--- config.mk ---
export PLATFORM = sky130hd
export DESIGN_NAME = pim_tile_scheduler_flat
export DESIGN_NICKNAME = d
export VERILOG_FILES = /design/src/rtl/pim_tile_if.sv /design/src/rtl/pim_tile_scheduler.sv /design/src/flat_wrapper.sv
export SDC_FILE = /design/constraint.sdc
export NUM_CORES = 1
export LEC_CHECK = 0
export ABC_AREA = 1
export CAP_MARGIN = 20
export CORE_MARGIN = 2
export CORE_UTILIZATION = 50
export CTS_BUF_LIST = sky130_fd_sc_hd__clkbuf_16
export DETAILED_ROUTE_END_ITERATION = 7
export GPL_ROUTABILITY_DRIVEN = 0
export PLACE_DENSITY = 0.77
export SETUP_SLACK_MARGIN = 0.4
export SYNTH_ARGS = -nofsm -noshare
export SYNTH_HDL_FRONTEND = slang
export SYNTH_SLANG_ARGS = --single-unit
--- constraint.sdc ---
create_clock -name clk -period 2.9 [get_ports clk]
set_input_delay 0.29 -clock clk [delete_from_list [all_inputs] [get_ports clk]]
set_output_delay 0.29 -clock clk [all_outputs]
set_load 0.05 [all_outputs]
--- src/rtl/pim_tile_if.sv ---
// pim_tile_if: job handshake and pim_unit control bundle for pim_tile_scheduler
// master: job_valid/abort/unit_done in; slave (scheduler): unit_start, tile row/col,
// commit_valid, job_ready/job_done/job_aborted, busy, err_spurious
interface pim_tile_if #(
  parameter int NUM_UNITS = 2,
  parameter int TW = 1
);
  logic job_valid, job_ready, abort, job_done, job_aborted, busy, err_spurious;
  logic [NUM_UNITS-1:0] unit_start, unit_done, commit_valid;
  logic [NUM_UNITS-1:0][TW-1:0] unit_tile_row, unit_tile_col;
  modport master (
    output job_valid, abort, unit_done,
    input job_ready, unit_start, unit_tile_row, unit_tile_col, commit_valid, job_done, job_aborted, busy, err_spurious
  );
  modport slave (
    input job_valid, abort, unit_done,
    output job_ready, unit_start, unit_tile_row, unit_tile_col, commit_valid, job_done, job_aborted, busy, err_spurious
  );
endinterface

--- src/rtl/pim_tile_scheduler.sv ---
// pim_tile_scheduler: issues TILES_PER_DIM**2 tiles row-major onto a round-robin pool of pim_units
// ports: clk, rst (sync, active-high), bus (pim_tile_if.slave: job handshake, unit start/done, commits, status)
module pim_tile_scheduler #(
  parameter int NUM_UNITS = 2,
  parameter int TILES_PER_DIM = 2,
  parameter int TW = TILES_PER_DIM > 1 ? $clog2(TILES_PER_DIM) : 1,
  parameter int UW = NUM_UNITS > 1 ? $clog2(NUM_UNITS) : 1
) (
  input logic clk,
  input logic rst,
  pim_tile_if.slave bus
);
  localparam int NUM_TILES = TILES_PER_DIM * TILES_PER_DIM;
  localparam int CW = $clog2(NUM_TILES + 1);
  typedef enum logic [2:0] {IDLE, RUN, FINISH, DRAIN, ABORTED} state_t;
  state_t state_q, state_d;
  logic [NUM_UNITS-1:0] unit_busy_q, unit_busy_d, unit_start_q, unit_start_d, commit_q, commit_d, retire;
  logic [NUM_UNITS-1:0][TW-1:0] row_q, row_d, col_q, col_d;
  logic [UW-1:0] rr_ptr_q, rr_ptr_d;
  logic [CW-1:0] issued_q, issued_d, done_cnt_q, done_cnt_d;
  logic job_done_q, job_done_d, job_aborted_q, job_aborted_d, err_q, err_d;
  logic found, dispatch;
  int tgt;
  // first free unit at or after rr_ptr, wrapping
  always_comb begin
    found = 1'b0;
    tgt = 0;
    for (int i = 0; i < NUM_UNITS; i++) begin
      if (!found && !unit_busy_q[(int'(rr_ptr_q) + i) % NUM_UNITS]) begin
        found = 1'b1;
        tgt = (int'(rr_ptr_q) + i) % NUM_UNITS;
      end
    end
  end
  always_comb begin
    retire = bus.unit_done & unit_busy_q;
    dispatch = state_q == RUN && !bus.abort && int'(issued_q) < NUM_TILES && found;
    state_d = state_q;
    unit_busy_d = unit_busy_q & ~retire;
    unit_start_d = '0;
    commit_d = retire;
    row_d = row_q;
    col_d = col_q;
    rr_ptr_d = rr_ptr_q;
    issued_d = issued_q;
    done_cnt_d = done_cnt_q + CW'($countones(retire));
    job_done_d = 1'b0;
    job_aborted_d = 1'b0;
    err_d = err_q | |(bus.unit_done & ~unit_busy_q);
    if (dispatch) begin
      unit_busy_d[tgt] = 1'b1;
      unit_start_d[tgt] = 1'b1;
      row_d[tgt] = TW'(issued_q / CW'(TILES_PER_DIM));
      col_d[tgt] = TW'(issued_q % CW'(TILES_PER_DIM));
      issued_d = issued_q + CW'(1);
      rr_ptr_d = UW'((tgt + 1) % NUM_UNITS);
    end
    case (state_q)
      IDLE: if (bus.job_valid) begin
        state_d = RUN;
        issued_d = '0;
        done_cnt_d = '0;
      end
      RUN: if (bus.abort) state_d = DRAIN;
        else if (int'(done_cnt_d) == NUM_TILES) begin
          state_d = FINISH;
          job_done_d = 1'b1;
        end
      DRAIN: if (unit_busy_q == '0) begin
        state_d = ABORTED;
        job_aborted_d = 1'b1;
      end
      default: state_d = IDLE;
    endcase
  end
  always_ff @(posedge clk) begin
    if (rst) begin
      state_q <= IDLE;
      unit_busy_q <= '0;
      unit_start_q <= '0;
      commit_q <= '0;
      row_q <= '0;
      col_q <= '0;
      rr_ptr_q <= '0;
      issued_q <= '0;
      done_cnt_q <= '0;
      job_done_q <= 1'b0;
      job_aborted_q <= 1'b0;
      err_q <= 1'b0;
    end else begin
      state_q <= state_d;
      unit_busy_q <= unit_busy_d;
      unit_start_q <= unit_start_d;
      commit_q <= commit_d;
      row_q <= row_d;
      col_q <= col_d;
      rr_ptr_q <= rr_ptr_d;
      issued_q <= issued_d;
      done_cnt_q <= done_cnt_d;
      job_done_q <= job_done_d;
      job_aborted_q <= job_aborted_d;
      err_q <= err_d;
    end
  end
  assign bus.job_ready = state_q == IDLE;
  assign bus.busy = state_q != IDLE;
  assign bus.unit_start = unit_start_q;
  assign bus.unit_tile_row = row_q;
  assign bus.unit_tile_col = col_q;
  assign bus.commit_valid = commit_q;
  assign bus.job_done = job_done_q;
  assign bus.job_aborted = job_aborted_q;
  assign bus.err_spurious = err_q;
endmodule
--- src/flat_wrapper.sv ---
// flat-port wrapper written by rule: the top's interface ports become plain ports
module pim_tile_scheduler_flat 
#(
  parameter int NUM_UNITS = 2,
  parameter int TILES_PER_DIM = 2,
  parameter int TW = TILES_PER_DIM > 1 ? $clog2(TILES_PER_DIM) : 1,
  parameter int UW = NUM_UNITS > 1 ? $clog2(NUM_UNITS) : 1
)
  (clk, rst, bus_job_valid, bus_abort, bus_unit_done, bus_job_ready, bus_unit_start, bus_unit_tile_row, bus_unit_tile_col, bus_commit_valid, bus_job_done, bus_job_aborted, bus_busy, bus_err_spurious);
  pim_tile_if #(.NUM_UNITS(NUM_UNITS), .TW(TW)) bus_i ();
  input logic clk;
  input logic rst;
  input wire logic [$bits(bus_i.job_valid)-1:0] bus_job_valid;
  input wire logic [$bits(bus_i.abort)-1:0] bus_abort;
  input wire logic [$bits(bus_i.unit_done)-1:0] bus_unit_done;
  output wire logic [$bits(bus_i.job_ready)-1:0] bus_job_ready;
  output wire logic [$bits(bus_i.unit_start)-1:0] bus_unit_start;
  output wire logic [$bits(bus_i.unit_tile_row)-1:0] bus_unit_tile_row;
  output wire logic [$bits(bus_i.unit_tile_col)-1:0] bus_unit_tile_col;
  output wire logic [$bits(bus_i.commit_valid)-1:0] bus_commit_valid;
  output wire logic [$bits(bus_i.job_done)-1:0] bus_job_done;
  output wire logic [$bits(bus_i.job_aborted)-1:0] bus_job_aborted;
  output wire logic [$bits(bus_i.busy)-1:0] bus_busy;
  output wire logic [$bits(bus_i.err_spurious)-1:0] bus_err_spurious;
  assign bus_i.job_valid = bus_job_valid;
  assign bus_i.abort = bus_abort;
  assign bus_i.unit_done = bus_unit_done;
  assign bus_job_ready = bus_i.job_ready;
  assign bus_unit_start = bus_i.unit_start;
  assign bus_unit_tile_row = bus_i.unit_tile_row;
  assign bus_unit_tile_col = bus_i.unit_tile_col;
  assign bus_commit_valid = bus_i.commit_valid;
  assign bus_job_done = bus_i.job_done;
  assign bus_job_aborted = bus_i.job_aborted;
  assign bus_busy = bus_i.busy;
  assign bus_err_spurious = bus_i.err_spurious;
  pim_tile_scheduler #(.NUM_UNITS(NUM_UNITS), .TILES_PER_DIM(TILES_PER_DIM), .TW(TW), .UW(UW)) u_core (.clk(clk), .rst(rst), .bus(bus_i));
endmodule
==> results of run 1 <==
-- cells by family after synthesis --
| family | Yosys count | synth area share, % |
|---|---|---|
| and+or+nand+nor | 62 | 30.9 |
| adders and majority gates | 4 | 5.58 |
| buffers and inverters | 27 | 9.82 |
| DFF | 23 | 44.6 |
| AOI/OAI and AO/OA | 12 | 9.09 |
-- sequential cells by signal (all words and copies together), names as in the netlist --
signal and count:
u_core.done_cnt_q 3, u_core.issued_q 3, u_core.state_q 3, u_core.bus.commit_valid 2
u_core.bus.unit_start 2, u_core.bus.unit_tile_col 2, u_core.bus.unit_tile_row 2, u_core.unit_busy_q 2
u_core.bus.err_spurious 1, u_core.bus.job_aborted 1, u_core.bus.job_done 1, u_core.rr_ptr_q 1
-- layer usage --
| layer | GRT usage (%) | wire, um | vias up | share of wire [%] |
|---|---|---|---|---|
| li1 | - | - | 434 | - |
| met1 | 19.6 | 804 | 376 | 42 |
| met2 | 35.6 | 977 | 18 | 51 |
| met3 | 1.84 | 68 | 5 | 3.6 |
| met4 | 11.1 | 51 | 0 | 2.7 |
| met5 | 0 | 0 | - | 0 |
-- critical path, cell delays in order (launching register included) --
cell and delay (ns):
dfxtp_1 0.48, nand2_1 0.12, inv_1 0.07, ha_1 0.23, ha_1 0.22, fa_1 0.45
nor2_1 0.10, nand3_1 0.09, nand2_1 0.12, nand2_1 0.06, o21bai_1 0.12, inv_1 0.05
-- worst max-delay path by stage --
| stage | cells after the start | end | from |
|---|---|---|---|
| 2_1_floorplan | 11 | u_core.state_q[0] | u_core.unit_busy_q[0] |
| 3_3_place_gp | 12 | u_core.state_q[0] | bus_unit_done[1] |
| 3_5_place_dp | 12 | u_core.state_q[0] | bus_unit_done[1] |
| 4_1_cts | 11 | u_core.state_q[0] | u_core.unit_busy_q[0] |
| 5_1_grt | 12 | u_core.state_q[0] | bus_unit_done[1] |
| 6_report | 11 | u_core.state_q[0] | u_core.unit_busy_q[0] |
-- metrics by stage --
step	cells	instance area [um^2]	power, mW	worst slack [ns]
2_1_floorplan	128	1030	0.595	0.855
3_3_place_gp	172	1240	0.666	0.478
3_5_place_dp	172	1240	0.676	0.397
4_1_cts	176	1320	0.965	0.678
5_1_grt	176	1320	1.01	0.467
6_report	176	1320	0.959	0.681
-- cell type report --
class,count,share of cell area [%]
Clock inverter,1,0.284
Multi-Input combinational cell,78,35.6
Clock buffer,3,5.68
Inverter,26,7.39
Tap cell,27,2.56
Timing Repair Buffer,18,13.6
Sequential cell,23,34.8
-- power breakdown --
part | switching, mW | internal (mW)
clock network | 0.108 | 0.184
registers | 0.0254 | 0.344
logic | 0.200 | 0.0981
-- placed cells by master, fill, tap and decap left out, drive strengths merged --
master / Yosys / routed
nor2: 20 / 20
dfxtp: 23 / 23
clkdlybuf4s50: 0 / 18
fa: 1 / 1
nand2: 31 / 31
a21oi: 6 / 6
nor4: 3 / 3
o22ai: 1 / 1
inv: 26 / 27
nand3: 8 / 8
o21bai: 1 / 1
o21ai: 4 / 4
clkbuf: 1 / 3
ha: 3 / 3
==> results.toml, run 1 <==
[setup_path]
cp-start-kind = "register"
worstReg2RegEnd = "u_core.state_q[0]"
r2r-start = "u_core.unit_busy_q[0]"
critPathCaptureType = "register"
rrSetupSlack_ns = 0.68
worstSetupPathType = "reg -> reg"
worstPathMaxFanout = 6
critical_path_arrival_ns = 2.37
crit_required_ns = 3.05
r2r_cells = 11

[grt]
antenna_found_initial = 0
globalRouteTotalUtil_pct = 18.7
grt_pass1_wl_um = 3480
gr-total-overflow = 0
grt_max_degree = 13
grt_pass1_vias = 840

[floorplanning]
die_area_um2 = 2440
core_um2 = 1960
dieHeight_um = 49.4
start_util_pct = 52.6
ios = 19
row_count = 16
die_x_um = 49.4

[min_path]
min_path_cells = 2
hold-path-endpoint = "u_core.bus.unit_tile_row[1]"
hold_path_class = "reg -> reg"
min_from = "u_core.bus.unit_tile_row[1]"

[yosys]
synth_edf_count = 0
synth_area_um2 = 1030
ys_ff_latch = 23
async_flop_share_pct = 0
yosys.cell_count.top_type = "nand2_1"
ys_types = 23
synth_top_area_share_pct = 44.6
yosys.area.top_type = "dfxtp_1"
synth_top_cells_by_count = "nand2_1, dfxtp_1, inv_1, nor2_1, inv_2"
synthCells = 128
syn_avg_cell_area_um2 = 8.06
syn_nets = 138
ys.flop_type = "dfxtp_1"
synth_seq_area_share_pct = 44.6
yosysWarnings = 0
synth.area.top_cells = "dfxtp_1, nand2_1, inv_1"

[routing]
viasPerCell = 4.73
wl_per_cell_um = 10.8
drcViolationCount = 0
drt_first_iter_violations = 16
drtAntennaViolNets = 0
vias = 833
wl_um = 1900
drt_first_pass_iters = 4

[pwr]
p_leak_nw = 0.619
p_per_area_nw_per_um2 = 726
vdd_drop_max_mv = 0.443

[timing]
fin_skew_ns = 0.00196
finalCriticalPeriod_ns = 2.22
tightest_slew_ns = 0.496
finalSetupViolations = 0
tns_ns = 0
fin_crit_sh_pct = 76.5
rsz0062_at_grt = "false"
finalHoldViolations = 0
max_freq_mhz = 451
drv_slew = 0
timing.slew.headroom_pct = 66.8
fin_hold_ws_ns = 0.473

[layout]
multiInputGateArea_um2 = 470
utilization_pct = 67.3
area_growth_pct = 28.0
regArea_um2 = 460
n_antenna_cell = 0
drive_gt1_share_pct = 13.4
fillerInstances = 170
nets = 160

[clock_tree]
cts_resized = 0
cts_setup_buffers = 0
clock_path_buffers = 2
numCtsBuffers = 3
numClockSinks = 23
ctsHoldBuffers = 0
clk_latency_ns = 0.25
h-tree-depth = 1
cts.clk_slew.worst_paths_ns = 0.06
tritoncts = "yes"
cts_root_buf = "clkbuf_16"

[job]
maxCapViolCount = 0

[place]
port_buffers = 18
dp_hpwl_um = 1440

[outcome]
status = "finished clean"
No activity file was read; power rests on OpenSTA's default activity.
==> run 2: changes to the inputs <==
Settings changed: CORE_UTILIZATION 50 to 45, PLACE_DENSITY 0.77 to 0.73.
Clock period 2.9 ns to 1.8 ns, I/O delays scaled along.
==> run 2 against run 1 <==
Against the previous run:
- the run now ends with negative setup slack left
- via count increased by 8.3%
- sequential power increased by 61%
- clock skew is 0.00075 ns higher
- register-to-register slack worse by 0.88 ns
- power is 69% higher
- non-clock buffer count grew 16
- highest routed layer unchanged
- flip-flop and latch count is the same
- combinational power increased by 83%
==> results.toml, run 2 (synthesis gave the netlist of run 1 again) <==
[setup_path]
critical_path_arrival_ns = 2.17
worstSetupPathType = "reg -> reg"
crit_required_ns = 1.97
slowest_delay_ns = 0.44
critPathTopFamily = "adder cells"
worstPathMaxFanout = 2
cpMostUsedCell = "ha_4"
crit_buf_inv = 2
critPathCaptureType = "register"
slowest_stage = "fa_2"
cp-start-kind = "register"
rrSetupSlack_ns = -0.20
path_cells = "nand2_4 -> inv_2 -> ha_4 -> ha_4 -> fa_2 -> nor2_1 -> nand3_1 -> buf_4 -> nor4_2"

[place]
dp_hpwl_um = 1470
port_buffers = 18
post-place-ws_ns = -0.508
placed_cell_area_um2 = 1290

[layout]
reg_top3 = "u_core.done_cnt_q x3, u_core.issued_q x3, u_core.state_q x3"
n_antenna_cell = 0
multiInputGateArea_um2 = 543
regArea_um2 = 469
final_cell_area_um2 = 1520
area_growth_pct = 46.9
nets = 176
final_cell_mix = "nand2_1, dfxtp_1, inv_1"
drive_gt1_share_pct = 35.2
layout_commonest_cell = "nand2_1"
fillerInstances = 175

[timing]
tightest_slew_ns = 0.494
rsz0062_at_grt = "true"
finalSetupViolations = 4
fin_crit_sh_pct = 111
tns_ns = -0.688
drv_slew = 0
setup_slack_ns = -0.198
max_freq_mhz = 501
finalCriticalPeriod_ns = 2.00
timing.slew.headroom_pct = 67.2
finalHoldViolations = 0
fin_skew_ns = 0.00271

[routing]
drt_first_iter_violations = 3
viasPerCell = 4.67
drtAntennaViolNets = 0
drt_first_pass_iters = 3
vias = 902
wl_um = 2370
wl_per_cell_um = 12.3
drcViolationCount = 0

[clock_tree]
clock_path_buffers = 2
cts.clk_slew.worst_paths_ns = 0.06
numCtsBuffers = 3
tritoncts = "yes"
numClockSinks = 23
ctsHoldBuffers = 0
cts_root_buf = "clkbuf_16"
clk_latency_ns = 0.26
h-tree-depth = 1

[grt]
gr-total-overflow = 0
globalRouteTotalUtil_pct = 20.1
grt_pass1_vias = 904
grt_max_degree = 13
antenna_found_initial = 0
grt_pass1_wl_um = 3850

[outcome]
status = "complete, but fails checks"
violations = "negative setup slack"

[pwr]
p_leak_nw = 0.750
p_per_area_nw_per_um2 = 1070
vdd_drop_max_mv = 0.905
finalPower_mw = 1.62

[floorplanning]
start_util_pct = 47.1
core_um2 = 2190
dieHeight_um = 51.9
row_count = 17
die_area_um2 = 2690
ios = 19
die_x_um = 51.9

[job]
maxCapViolCount = 0

[min_path]
hold_path_class = "in -> reg"
==> run 2: changes by cell type in the layout (fill, tap and decap cells not counted), moves of 3 or more <==
cell | before | now
inv_1 | 21 | 17
dlygate4sd2_1 | 0 | 13
clkdlybuf4s50_1 | 18 | 3
buf_4 | 0 | 16
dfxtp_1 | 23 | 20
nand2_2 | 1 | 5
nand2_1 | 30 | 24
==> run 2: per-layer routing <==
| metal | global-route usage (%) | wire, um |
|---|---|---|
| met3 | 6.61 | 115 |
| met4 | 9.21 | 47 |
| met2 | 36.1 | 1230 |
| met5 | 0 | 0 |
| met1 | 20.8 | 982 |
==> run 2: repair_timing <==
action                     CTS  global route
setup endpoints to repair   16             7
resized for setup           20            11
buffers inserted            12             0
pin swaps                    9             8
==> run 2: through the flow <==
step	instances	hold WS, ns	utilization, %
after global placement	177	0.458	59.1
after detailed placement	177	0.462	59.1
final	193	0.337	69.2
after floorplan	128	0.259	-
after CTS	193	0.319	67.4
after global routing	193	0.360	69.2
==> run 2: report_power, final <==
group / switching (mW) / internal, mW / total (mW)
Clock: 0.179 / 0.297 / 0.476
Sequential: 0.0398 / 0.556 / 0.595
Combinational: 0.364 / 0.181 / 0.545
==> run 2: worst paths after layout <==
| path | end | cells past startpoint | startpoint |
|---|---|---|---|
| setup reg to reg | u_core.bus.job_done | 9 | u_core.unit_busy_q[1] |
| setup / recovery | u_core.bus.job_done | 9 | u_core.unit_busy_q[1] |
| hold / removal | u_core.bus.commit_valid[1] | 3 | bus_unit_done[1] |
| hold reg to reg | u_core.bus.unit_tile_row[1] | 2 | u_core.bus.unit_tile_row[1] |
==> run 2: cell type report <==
type	instances	area share, %
inverter	26	6.85
sequential	23	30.9
timing repair buffer	34	18.9
tap	28	2.31
clock buffer	3	4.95
clock inverter	1	0.248
multi-input combinational	78	35.8
==> run 2: worst register-to-register path, cell delays in order (launching register included) <==
cell     delay [ns]
dfxtp_4        0.35
nand2_4        0.06
inv_2          0.05
ha_4           0.27
ha_4           0.12
fa_2           0.44
nor2_1         0.13
nand3_1        0.13
buf_4          0.16
nor4_2         0.21
